$ cat src/rtl/motor_ramp_pkg.sv
// Shared widths, channel state encoding and command clamping for the motor ramp scheduler.
package motor_ramp_pkg;

    localparam int SPD_W   = 9;
    localparam int MAG_MAX = 255;

    typedef enum logic [1:0] {
        HOLD,
        RAMP,
        DEAD
    } ch_state_e;

    // -256 has no positive counterpart, so it is folded onto -255 to keep speeds symmetric.
    function automatic logic [SPD_W-1:0] clamp_speed(input logic [SPD_W-1:0] s);
        logic [SPD_W-1:0] most_neg;
        most_neg = {1'b1, {(SPD_W-1){1'b0}}};
        return (s == most_neg) ? SPD_W'(-MAG_MAX) : s;
    endfunction

endpackage

$ cat src/rtl/ramp_step_unit.sv
// Combinational single-step of a live speed toward its target, braking to zero first on a sign reversal.
module ramp_step_unit
    import motor_ramp_pkg::*;
#(
    parameter int STEP = 4
) (
    input  logic signed [SPD_W-1:0] live,
    input  logic signed [SPD_W-1:0] target,
    output logic signed [SPD_W-1:0] next_live,
    output logic                    hit_zero_on_reversal
);

    localparam logic signed [SPD_W:0] STEP_S = (SPD_W+1)'(STEP);

    logic signed [SPD_W:0] live_x;
    logic signed [SPD_W:0] target_x;
    logic signed [SPD_W:0] diff;
    logic signed [SPD_W:0] mag;
    logic signed [SPD_W:0] result;
    logic                  reversal;

    always_comb begin
        live_x   = {live[SPD_W-1], live};
        target_x = {target[SPD_W-1], target};
        diff     = target_x - live_x;
        mag      = live_x[SPD_W] ? -live_x : live_x;
        reversal = ((live_x > 0) && (target_x < 0)) || ((live_x < 0) && (target_x > 0));
        result   = target_x;
        if (reversal) begin
            if (mag <= STEP_S)
                result = '0;
            else
                result = live_x[SPD_W] ? (live_x + STEP_S) : (live_x - STEP_S);
        end else if (diff > STEP_S) begin
            result = live_x + STEP_S;
        end else if (diff < -STEP_S) begin
            result = live_x - STEP_S;
        end
        next_live            = result[SPD_W-1:0];
        hit_zero_on_reversal = reversal && (result == '0);
    end

endmodule

$ cat src/rtl/motor_ramp_sched.sv
// Per-channel speed ramp scheduler feeding PWM timers; one shared step unit is swept across channels each tick.
// Optional build macro MOTOR_RAMP_WDOG_EN adds a command watchdog (WDOG_TICKS parameter, wdog_trip output).
module motor_ramp_sched
    import motor_ramp_pkg::*;
#(
    parameter int NCH        = 4,
    parameter int CHW        = 2,
    parameter int STEP       = 4,
    parameter int TICK_DIV   = 2500,
    parameter int DEAD_TICKS = 8
`ifdef MOTOR_RAMP_WDOG_EN
    ,
    parameter int WDOG_TICKS = 400
`endif
) (
    input  logic                   clk,
    input  logic                   rst,
    input  logic                   cmd_valid,
    output logic                   cmd_ready,
    input  logic [CHW-1:0]         cmd_ch,
    input  logic [SPD_W-1:0]       cmd_speed,
    input  logic                   cmd_en,
    output logic [SPD_W*NCH-1:0]   speed_out,
    output logic [NCH-1:0]         en_out,
    output logic [NCH-1:0]         busy
`ifdef MOTOR_RAMP_WDOG_EN
    ,
    output logic                   wdog_trip
`endif
);

    localparam int TW = (TICK_DIV > 1) ? $clog2(TICK_DIV) : 1;
    localparam int DW = $clog2(DEAD_TICKS + 1);
    localparam int IW = (NCH > 1) ? $clog2(NCH) : 1;

    logic [TW-1:0]           tick_cnt_reg;
    logic                    sweep_active_reg;
    logic [IW-1:0]           sweep_idx_reg;
    logic signed [SPD_W-1:0] live_reg   [NCH];
    logic signed [SPD_W-1:0] target_reg [NCH];
    ch_state_e               state_reg  [NCH];
    logic [DW-1:0]           dead_reg   [NCH];
    logic [NCH-1:0]          en_reg;

    logic tick_wrap;
    logic cmd_accept;
    logic cmd_hit;
    logic wdog_fire;

    assign tick_wrap  = (tick_cnt_reg == TW'(TICK_DIV - 1));
    assign cmd_ready  = !sweep_active_reg;
    assign cmd_accept = cmd_valid && cmd_ready;
    assign cmd_hit    = cmd_accept && (32'(cmd_ch) < NCH);

    always_ff @(posedge clk or posedge rst) begin
        if (rst) begin
            tick_cnt_reg     <= '0;
            sweep_active_reg <= 1'b0;
            sweep_idx_reg    <= '0;
        end else begin
            tick_cnt_reg <= tick_wrap ? '0 : tick_cnt_reg + TW'(1);
            if (tick_wrap) begin
                sweep_active_reg <= 1'b1;
                sweep_idx_reg    <= '0;
            end else if (sweep_active_reg) begin
                if (sweep_idx_reg == IW'(NCH - 1))
                    sweep_active_reg <= 1'b0;
                sweep_idx_reg <= sweep_idx_reg + IW'(1);
            end
        end
    end

    // Select the channel owning the current sweep slot for the shared step unit.
    logic signed [SPD_W-1:0] slot_live, slot_target, slot_live_next, step_live;
    ch_state_e               slot_state, slot_state_next;
    logic [DW-1:0]           slot_dead, slot_dead_next;
    logic                    step_hit_zero;

    always_comb begin
        slot_live   = live_reg[0];
        slot_target = target_reg[0];
        slot_state  = state_reg[0];
        slot_dead   = dead_reg[0];
        for (int i = 1; i < NCH; i++) begin
            if (sweep_idx_reg == IW'(i)) begin
                slot_live   = live_reg[i];
                slot_target = target_reg[i];
                slot_state  = state_reg[i];
                slot_dead   = dead_reg[i];
            end
        end
    end

    ramp_step_unit #(
        .STEP (STEP)
    ) u_step (
        .live                 (slot_live),
        .target               (slot_target),
        .next_live            (step_live),
        .hit_zero_on_reversal (step_hit_zero)
    );

    always_comb begin
        slot_state_next = slot_state;
        slot_live_next  = slot_live;
        slot_dead_next  = slot_dead;
        case (slot_state)
            DEAD: begin
                slot_dead_next = (slot_dead == '0) ? '0 : slot_dead - DW'(1);
                if (slot_dead <= DW'(1))
                    slot_state_next = (slot_live == slot_target) ? HOLD : RAMP;
            end
            default: begin
                if (slot_live == slot_target) begin
                    slot_state_next = HOLD;
                end else begin
                    slot_live_next = step_live;
                    if (step_hit_zero) begin
                        slot_state_next = DEAD;
                        slot_dead_next  = DW'(DEAD_TICKS);
                    end else begin
                        slot_state_next = (step_live == slot_target) ? HOLD : RAMP;
                    end
                end
            end
        endcase
    end

    // Commands never coincide with a sweep slot because cmd_ready is low throughout the sweep.
    always_ff @(posedge clk or posedge rst) begin
        if (rst) begin
            en_reg <= '0;
            for (int i = 0; i < NCH; i++) begin
                live_reg[i]   <= '0;
                target_reg[i] <= '0;
                state_reg[i]  <= HOLD;
                dead_reg[i]   <= '0;
            end
        end else begin
            for (int i = 0; i < NCH; i++) begin
                if (cmd_hit && (cmd_ch == CHW'(i))) begin
                    if (!cmd_en) begin
                        en_reg[i]     <= 1'b0;
                        live_reg[i]   <= '0;
                        target_reg[i] <= '0;
                        state_reg[i]  <= HOLD;
                        dead_reg[i]   <= '0;
                    end else begin
                        en_reg[i]     <= 1'b1;
                        target_reg[i] <= clamp_speed(cmd_speed);
                    end
                end else if (sweep_active_reg && (sweep_idx_reg == IW'(i))) begin
                    live_reg[i]  <= slot_live_next;
                    state_reg[i] <= slot_state_next;
                    dead_reg[i]  <= slot_dead_next;
                end else if (wdog_fire) begin
                    target_reg[i] <= '0;
                end
            end
        end
    end

    for (genvar gi = 0; gi < NCH; gi++) begin : g_out
        assign speed_out[gi*SPD_W +: SPD_W] = live_reg[gi];
        assign busy[gi] = (live_reg[gi] != target_reg[gi]) || (state_reg[gi] == DEAD);
    end
    assign en_out = en_reg;

`ifdef MOTOR_RAMP_WDOG_EN
    localparam int WW = $clog2(WDOG_TICKS + 1);

    logic [WW-1:0] wdog_cnt_reg;
    logic          wdog_trip_reg;

    // Fires once on the tick that completes WDOG_TICKS idle ticks; re-armed only by a command.
    assign wdog_fire = tick_wrap && !cmd_accept && !wdog_trip_reg
                       && (wdog_cnt_reg == WW'(WDOG_TICKS - 1));

    always_ff @(posedge clk or posedge rst) begin
        if (rst) begin
            wdog_cnt_reg  <= '0;
            wdog_trip_reg <= 1'b0;
        end else if (cmd_accept) begin
            wdog_cnt_reg  <= '0;
            wdog_trip_reg <= 1'b0;
        end else if (wdog_fire) begin
            wdog_cnt_reg  <= WW'(WDOG_TICKS);
            wdog_trip_reg <= 1'b1;
        end else if (tick_wrap && !wdog_trip_reg) begin
            wdog_cnt_reg <= wdog_cnt_reg + WW'(1);
        end
    end

    assign wdog_trip = wdog_trip_reg;
`else
    assign wdog_fire = 1'b0;
`endif

endmodule
$ cat config.mk
export PLATFORM = sky130hd
export DESIGN_NAME = motor_ramp_sched
export DESIGN_NICKNAME = d
export VERILOG_FILES = /design/src/rtl/motor_ramp_pkg.sv /design/src/rtl/ramp_step_unit.sv /design/src/rtl/motor_ramp_sched.sv
export SDC_FILE = /design/constraint.sdc
export NUM_CORES = 1
export LEC_CHECK = 0
export BUFFER_PORTS_ARGS = -buffer_cell sky130_fd_sc_hd__buf_2
export CAP_MARGIN = 30
export CORE_ASPECT_RATIO = 2
export CORE_MARGIN = 4
export CORE_UTILIZATION = 31
export DETAILED_ROUTE_END_ITERATION = 7
export PLACE_DENSITY_LB_ADDON = 0.2
export REMOVE_ABC_BUFFERS = 1
export SYNTH_ARGS = -nofsm -noshare
export SYNTH_HDL_FRONTEND = slang
export SYNTH_HIERARCHICAL = 1
export SYNTH_SLANG_ARGS = --single-unit
$ cat constraint.sdc
create_clock -name clk -period 7.3 [get_ports clk]
set_input_delay 0.365 -clock clk [delete_from_list [all_inputs] [get_ports clk]]
set_output_delay 0.365 -clock clk [all_outputs]
set_load 0.01 [all_outputs]
; ---- Word level (Yosys, flattened, before mapping)
; Cells that the tools add are included.
[word_totals]
regBits = 115
in_bits = 15
wordCells = 158
[classes]
addsub = 7
order_cmp = 8
n_eq_ne = 23
muxes = 66
n_reduce_logical = 31
[ops]
columns = cell, count
row1 = $mux W9, 19
row2 = $mux W4, 16
row3 = $mux W10, 6
row4 = $mux W2, 18
row5 = $ne A9 B9 Y1, 4
row6 = $eq A2 B2 Y1 const B, 9
row7 = $eq A9 B9 Y1, 2
row8 = $gt A9 B1 Y1 const B, 2
row9 = $lt A9 B1 Y1 const B, 2
row10 = $add A12 B1 Y12 const B, 1
row11 = $eq A12 B12 Y1 const B, 1
row12 = $logic_and A1 B1 Y1, 12
row13 = $mux W12, 1
row14 = $add A9 B4 Y10 const B, 1
row15 = $gt A10 B4 Y1 const B, 1
row16 = $le A10 B4 Y1 const B, 1
row17 = $logic_not A10 Y1, 1
row18 = $lt A10 B3 Y1 const B, 1
row19 = $neg A9 Y10, 1
row20 = $reduce_bool A2 Y1, 5
row21 = $sub A9 B4 Y10 const B, 1
row22 = $sub A9 B9 Y10, 1
row23 = $eq A9 B9 Y1 const B, 1
row24 = $ne A2 B2 Y1 const B, 4
row25 = other kinds (10), 24

; ---- Logic depth before layout (Yosys ltp)
; Gate-level depths: netlist of run 1.
[logic_depth]
word_depth = 16
mapped_depth = 29
depth_no_buf = 24

; ---- By module
; The synthesis of run 1 kept the hierarchy.
[modules_own_cells]
columns = module, n_inst, cells_per_inst, area_per_inst_um2, seq_area_each_um2
row1 = motor_ramp_sched, 1, 720, 6805.3, 2877.8
row2 = ramp_step_unit, 1, 205, 1417.6, 0.0

; ---- Worst setup path after synthesis of run 1
; OpenSTA, ideal clock, no wires.
[synth_path]
path_kind = reg-to-reg
from = register sweep_idx_reg[0]
to = register state_reg[0] in the netlist's numbering
arrival_ns = 5.987
setup_slack_ns = 1.192
stages_incl_launch_ff = 27
period_less_slack_ns = 6.108
path_cell_list = dfrtp_1 ha_1 buf_2 buf_2 clkbuf_1 buf_2 clkbuf_1 a21oi_1 inv_1 clkbuf_1 inv_1 ha_1 nor2b_1 inv_1 o41ai_2 o2111ai_1 nor4b_4 mux2i_2 o21a_1 a32o_1 or4b_2 o31a_1 nand4_1 o221ai_1 nor4_2 o31ai_1 a32o_1
[synth_via]
elab_chain_cells = 16
elab_cells_between_ends = 52
[synth_rtl]
columns = item, line
row1 = from (decl), motor_ramp_sched.sv:38  ; logic [IW-1:0] sweep_idx_reg;
row2 = from (signal assigned), motor_ramp_sched.sv:68  ; sweep_idx_reg <= sweep_idx_reg + IW'(1);
row3 = $eq A2 B1 Y1, motor_ramp_sched.sv:85  ; if (sweep_idx_reg == IW'(i)) begin
row4 = $mux W9 (2 in a row), motor_ramp_sched.sv:85
row5 = $mux W9 *, motor_ramp_sched.sv:85
row6 = net slot_live[8], motor_ramp_sched.sv:74  ; logic signed [SPD_W-1:0] slot_live, slot_target, slot_live_next, step_live;
row7 = $sub A9 B9 Y10 or $neg A9 Y10 (tied branches), "ramp_step_unit.sv:25, ramp_step_unit.sv:26"
row8 = $lt A10 B3 Y1 or $mux W10 (tied branches), "ramp_step_unit.sv:36, ramp_step_unit.sv:26"
row9 = $mux W10 or $le A10 B4 Y1 (tied branches), "ramp_step_unit.sv:36, ramp_step_unit.sv:30"
row10 = $mux W10 (on tied branches), "ramp_step_unit.sv:34, ramp_step_unit.sv:30"
row11 = $mux W10 *, ramp_step_unit.sv:29  ; if (reversal) begin
row12 = net step_live[7], motor_ramp_sched.sv:74
row13 = $eq A9 B9 Y1 or $logic_not A10 Y1 (tied branches), "motor_ramp_sched.sv:122, ramp_step_unit.sv:40"
row14 = $mux W1 or $logic_and A1 B1 Y1 (tied branches), "motor_ramp_sched.sv:122, ramp_step_unit.sv:40"
row15 = $mux W2 *, motor_ramp_sched.sv:118  ; if (step_hit_zero) begin
row16 = $mux W2 *, motor_ramp_sched.sv:114  ; if (slot_live == slot_target) begin
row17 = $mux W2 *, motor_ramp_sched.sv:107  ; case (slot_state)
row18 = $mux W2 *, motor_ramp_sched.sv:152  ; end else if (sweep_active_reg && (sweep_idx_reg == IW'(i))) begin
row19 = $mux W2 *, motor_ramp_sched.sv:141  ; if (cmd_hit && (cmd_ch == CHW'(i))) begin
row20 = "to (signal, indexed assignment)", motor_ramp_sched.sv:154  ; state_reg[i] <= slot_state_next;
row21 = to (decl), motor_ramp_sched.sv:41  ; ch_state_e state_reg [NCH];
; Mark *: on every way through the listed nets, which the timed path passes. The rest lies on a longest branch. The select of a mux whose other input is x is not followed.
; A chain may end at the register's enable or synchronous reset.

; ---- Worst setup path after layout of run 1
[layout_path]
from = register sweep_idx_reg[1]
to = register state_reg[4] in the netlist's numbering
[layout_via]
elab_chain_cells = 16
elab_cells_between_ends = 52
[layout_rtl]
columns = item, line
row1 = $eq A2 B1 Y1, motor_ramp_sched.sv:85
row2 = $mux W9 (2 in a row), motor_ramp_sched.sv:85
row3 = $mux W9 *, motor_ramp_sched.sv:85
row4 = net slot_target[0], motor_ramp_sched.sv:74
row5 = $sub A9 B9 Y10, ramp_step_unit.sv:25  ; diff = target_x - live_x;
row6 = $lt A10 B3 Y1, ramp_step_unit.sv:36  ; end else if (diff < -STEP_S) begin
row7 = $mux W10, ramp_step_unit.sv:36
row8 = $mux W10, ramp_step_unit.sv:34  ; end else if (diff > STEP_S) begin
row9 = $mux W10 *, ramp_step_unit.sv:29
row10 = net step_live[7], motor_ramp_sched.sv:74
row11 = $eq A9 B9 Y1 or $logic_not A10 Y1 (tied branches), "motor_ramp_sched.sv:122, ramp_step_unit.sv:40"
row12 = $mux W1 or $logic_and A1 B1 Y1 (tied branches), "motor_ramp_sched.sv:122, ramp_step_unit.sv:40"
row13 = $mux W2 *, motor_ramp_sched.sv:118
row14 = $mux W2 *, motor_ramp_sched.sv:114
row15 = $mux W2 *, motor_ramp_sched.sv:107
row16 = $mux W2 *, motor_ramp_sched.sv:152
row17 = $mux W2 *, motor_ramp_sched.sv:141
; Marks and branches as above.

==> impl_metrics.ini, run 1 <==
[finish]
drive_gt1_share_pct = 16.9
multi_input_area_um2 = 4940
nFillCells = 2748
area_growth_pct = 15.3
diodes = 0
final_nets = 1007
seq_area_um2 = 2880

[routing]
first_iter_violations = 464
drc_errors = 0
wl_um = 32400
routed_via_density = 5.77
vias = 7679
ant_nets = 0
first_pass_iters = 7
drt-wirelength-per-cell_um = 24.4

[grt]
antenna_found_initial = 0
grt_max_degree = 74
grt-ovfl-total = 0
grt_pass1_wl_um = 48800
grt_pass1_vias = 7988
grtUsageTotal_pct = 22.6

[floorplan]
pin_count = 60
die_width_um = 123
rows = 84
initial_core_util_pct = 31.3
die_area_um2 = 29400
die_h_um = 238
coreArea_um2 = 26300

[timing]
min_period_ns = 6.87
finalHoldViolCount = 0
fmaxAchievable_mhz = 146
relSlewSlack_pct = 32.9
finalCritPeriodShare_pct = 94.1
setup_ws_ns = 0.431
clock_skew_ns = 0.00959
drv_slew = 0
finalSetupTns_ns = 0
hold_ws_ns = 0.00873
rsz0062_at_grt = no
setup_viol = 0
worst_pin_slew_ns = 0.997

[yosys]
synth_top_area_cell = dfrtp_1
yosysMostFrequentCell = nand2_1
ys.flop_type = dfrtp_1
synth_cells = 925
async_flop_share_pct = 100
synthTopCellsByArea = dfrtp_1 35%, nand2_1 5.7%, o21ai_0 4.4%
ys_seq_area_share_pct = 35.0
netlist_area_um2 = 8220
syn_avg_cell_area_um2 = 8.89
yosysTopAreaCellShare_pct = 35.0
synth_seq_cells = 115
synth_commonest_cells = 124 x nand2_1, 115 x dfrtp_1, 73 x o21ai_0
yosys_warnings = 6
synth_edf_count = 0
yosysUniqueCellTypes = 92

[cts]
cts_root_buf = clkbuf_16
path_clk_slew_ns = 0.06
cts_tree = yes
htreeDepth = 4
max-clock-path-buffers = 2
cts.repair.resized = 0
cts_buffers = 17
clock-sinks = 115
hold_buffers = 0
postCtsSetupRepairBufs = 0
clk_latency_ns = 0.43

[setup_path]
worst_ep_required_time_ns = 7.61
crit_type = reg2reg
critPathMaxFanout = 10
crit_path_end_kind = register
crit_arrival_ns = 7.18
cp-start-kind = register

[power]
p_sw_uw = 908
power.density_nw_per_um2 = 254
clock_power_share_pct = 36.3
p_seq_share_pct = 31.3
power.internal_uw = 1500
power_frac_comb_pct = 32.4
total_leakage_power_uw = 0.00428
p_sw_share_pct = 37.7
ir_worst_vdd_mv = 0.162

[placement]
io_buffer_count = 59
dp_hpwl_um = 25100
post-place-ws_ns = 0.541
gp_congestion = 0.931

[worst_hold_path]
hold_path.class = in2async

[outcome]
status = complete, no violations

[flow_run]
drv_cap = 0
-- metal layers --
layer  vias to the layer above  GRT usage, %  wire, um
met5                         -             0         0
met4                         0          18.2      2830
met3                       137          3.87      1130
met2                       261          40.3     17200
met1                      3781          22.2     11300
li1                       3500             -         -
-- worst max-delay path: stages (launching register included) --
cell and delay, ns:
dfrtp_1 0.41, inv_1 0.09, ha_1 0.38, buf_4 0.28, mux2_2 0.17, mux2i_1 0.09, o21ai_0 0.59, inv_1 0.10
ha_1 0.24, fa_1 0.41, nand2b_1 0.20, a21oi_2 0.31, o21a_2 0.22, o211ai_1 0.11, nor4b_2 0.57, mux2i_2 0.25
o21a_1 0.23, a32o_1 0.34, or4b_2 0.62, o31a_1 0.12, nand4_1 0.10, o221ai_1 0.15, nor4_2 0.26, o31ai_1 0.17
a32o_1 0.32
-- path summary, 6_finish.rpt --
path | slack [ns] | cells after the start | end | start
min in group clk | 0.28 | 3 | target_reg[10] | cmd_speed[1]
hold / removal | 0.009 | 2 | en_out[3] | rst
setup / recovery | 0.43 | 24 | state_reg[4] | sweep_idx_reg[1]
max in group asynchronous | 6.32 | 4 | dead_reg[12] | rst
hold reg to reg | 0.49 | 1 | dead_reg[14] | dead_reg[14]
setup reg to reg | 0.43 | 24 | state_reg[4] | sweep_idx_reg[1]
-- placed cells by master, fill, tap and decap left out, drive strengths merged, types with 11 or more instances in the layout --
cell / n
clkbuf: 18
xnor2: 35
nor2: 55
inv: 40
mux2: 19
a22oi: 16
o211ai: 15
nor3: 19
nand4: 12
a21oi: 36
nor2b: 14
o21a: 11
buf: 79
o31ai: 24
o21ai: 79
nand3: 18
and3: 11
xor2: 36
ha: 18
nand2: 124
a32o: 16
dfrtp: 115
nor4: 14
mux2i: 28
-- power groups by stage --
stage	sequential, uW	combinational, uW	clock (uW)
2_1_floorplan	734	519	0
3_3_place_gp	765	764	0
3_5_place_dp	765	764	0
4_1_cts	753	768	890
5_1_grt	756	840	916
6_report	754	781	874
-- cells by family after synthesis --
logic type | Yosys count | share of synthesized area (%)
mux | 47 | 6.10
fa+ha+maj | 19 | 2.98
simple gates | 314 | 19.7
flops | 115 | 35.0
buf+inv | 88 | 5.04
xor+xnor | 71 | 7.56
compound gates | 271 | 23.6
-- through the flow --
step	area (um2)	cells	util (%)	power, uW
after floorplan	7950	875	-	1250
after global placement	8840	1297	33.6	1530
after detailed placement	8840	1297	33.6	1530
after CTS	9460	1329	36.0	2410
after global routing	9480	1330	36.1	2510
final	9480	1330	36.1	2410
-- layout make-up --
type,instances,share of cell area [%]
clock buffer,18,4.63
clock inverter,14,1.86
inverter,38,1.53
multi-input combinational,722,52.1
sequential,115,30.3
tap,344,4.54
timing repair buffer,79,5.04
No activity file was read; power rests on OpenSTA's default activity.
==> run 2: changes to the inputs <==
--- a/config.mk
+++ b/config.mk
@@ -9,7 +9,7 @@
 export CAP_MARGIN = 30
 export CORE_ASPECT_RATIO = 2
 export CORE_MARGIN = 4
-export CORE_UTILIZATION = 31
+export CORE_UTILIZATION = 40
 export DETAILED_ROUTE_END_ITERATION = 7
 export PLACE_DENSITY_LB_ADDON = 0.2
 export REMOVE_ABC_BUFFERS = 1
==> impl_metrics.ini, run 2 (same netlist as run 1, synthesis figures left out) <==
[outcome]
status = complete, no violations

[flow_run]
drv_cap = 0

[cts]
max-clock-path-buffers = 2
cts_root_buf = clkbuf_16
htreeDepth = 4
cts_buffers = 17
clock-sinks = 115
path_clk_slew_ns = 0.06
clk_latency_ns = 0.44
cts_tree = yes
cts.repair.resized = 0
hold_buffers = 0
postCtsSetupRepairBufs = 0

[routing]
drc_errors = 0
routed_via_density = 6.19
wl_um = 30700
drt-wirelength-per-cell_um = 24.6
vias = 7738
first_pass_iters = 5
first_iter_violations = 486
ant_nets = 0

[power]
power_frac_comb_pct = 32.9
p_seq_share_pct = 32.2
power.internal_uw = 1420
clock_power_share_pct = 34.9
p_sw_uw = 910
ir_worst_vdd_mv = 0.193
p_sw_share_pct = 39.0
power.density_nw_per_um2 = 251
total_leakage_power_uw = 0.00424

[finish]
area_growth_pct = 13.0
final_util_pct = 45.6
drive_gt1_share_pct = 16.7
final_common_cell = nand2_1
final_cell_mix = 124 x nand2_1, 115 x dfrtp_1, 73 x o21ai_0
multi_input_area_um2 = 4930
nFillCells = 2076
diodes = 0
final_nets = 1005
seq_area_um2 = 2880

[floorplan]
die_width_um = 109
pin_count = 60
initial_core_util_pct = 40.4
die_area_um2 = 23100
rows = 74
coreArea_um2 = 20400
die_h_um = 211

[timing]
relSlewSlack_pct = 23.4
finalHoldViolCount = 0
clock_skew_ns = 0.0113
min_period_ns = 6.63
setup_ws_ns = 0.668
worst_pin_slew_ns = 1.14
finalCritPeriodShare_pct = 90.9
rsz0062_at_grt = no
finalSetupTns_ns = 0
drv_slew = 0
fmaxAchievable_mhz = 151
setup_viol = 0

[setup_path]
r2r_slack_ns = 0.67
crit_arrival_ns = 6.95
critPathSlowestCell = or4b_2
critPathMaxFanout = 21
crit_type = reg2reg
crit_path_end_kind = register
cp_slowest_stage_delay_ns = 0.63
worst_ep_required_time_ns = 7.62
cp-start-kind = register

[grt]
antenna_found_initial = 0
grt_pass1_wl_um = 46500
grt_max_degree = 62
grtUsageTotal_pct = 27.5
grt-ovfl-total = 0
grt_pass1_vias = 7787

[worst_hold_path]
hold_path.class = in2async

[placement]
io_buffer_count = 59
post-place-ws_ns = 0.788
dp_hpwl_um = 23800
gp_congestion = 0.954
## run 2: changes by cell type in the layout (fill, tap and decap cells not counted)
cell / previous run / this run
clkinvlp_4: 2 / 4
inv_6: 3 / 7
buf_16: 1 / 0
clkinv_2: 2 / 1
nor2_1: 54 / 55
bufinv_16: 3 / 1
clkbuf_8: 1 / 0
inv_8: 0 / 1
buf_12: 1 / 0
nor2_2: 1 / 0
clkinv_4: 4 / 1
## run 2: worst paths after layout
| kind | from | endpoint | depth (start not counted) |
|---|---|---|---|
| max | sweep_idx_reg[1] | state_reg[0] | 25 |
| min | rst | en_out[0] | 2 |
| max reg2reg | sweep_idx_reg[1] | state_reg[0] | 25 |
| min reg2reg | state_reg[2] | state_reg[2] | 1 |
| max in group asynchronous | rst | dead_reg[0] | 3 |
| min in group clk | cmd_speed[1] | target_reg[19] | 3 |
## run 2: final cells by class
cell class | count | area share, %
Multi-Input combinational cell | 722 | 53.1
Inverter | 38 | 1.56
Clock inverter | 15 | 1.58
Clock buffer | 17 | 4.58
Timing Repair Buffer | 77 | 4.63
Tap cell | 266 | 3.58
Sequential cell | 115 | 31.0
## run 2: worst max-delay path, delay by kind of cell, from the launching register on
kind            cells  cell delay (ns)
compound gates     10             2.09
simple gates        6             1.78
mux                 3             0.89
fa+ha+maj           3             0.80
buf+inv             3             0.55
flops               1             0.42
## run 2: per-layer routing
layer	vias up	routed length [um]	track usage, %
met5	-	0	0
met4	0	3200	24.8
met3	164	1290	4.37
met2	336	15800	47.1
met1	3747	10400	27.7
li1	3491	-	-
## run 2: power groups by stage
| stage | Combinational (uW) | Sequential, uW | Clock, uW |
|---|---|---|---|
| after floorplan | 519 | 734 | 0 |
| after detailed placement | 746 | 761 | 0 |
| final | 767 | 751 | 815 |
| after CTS | 750 | 750 | 825 |
| after global placement | 745 | 761 | 0 |
| after global routing | 818 | 752 | 853 |
## run 2: per-stage QoR
stage | instances | instance area (um2) | total power [uW] | hold slack, ns
after floorplan | 875 | 7950 | 1250 | 0.454
after global routing | 1250 | 9290 | 2420 | 0.110
after global placement | 1218 | 8720 | 1510 | 0.468
after detailed placement | 1218 | 8720 | 1510 | 0.479
after CTS | 1250 | 9290 | 2330 | 0.0644
final | 1250 | 9290 | 2330 | 0.0428
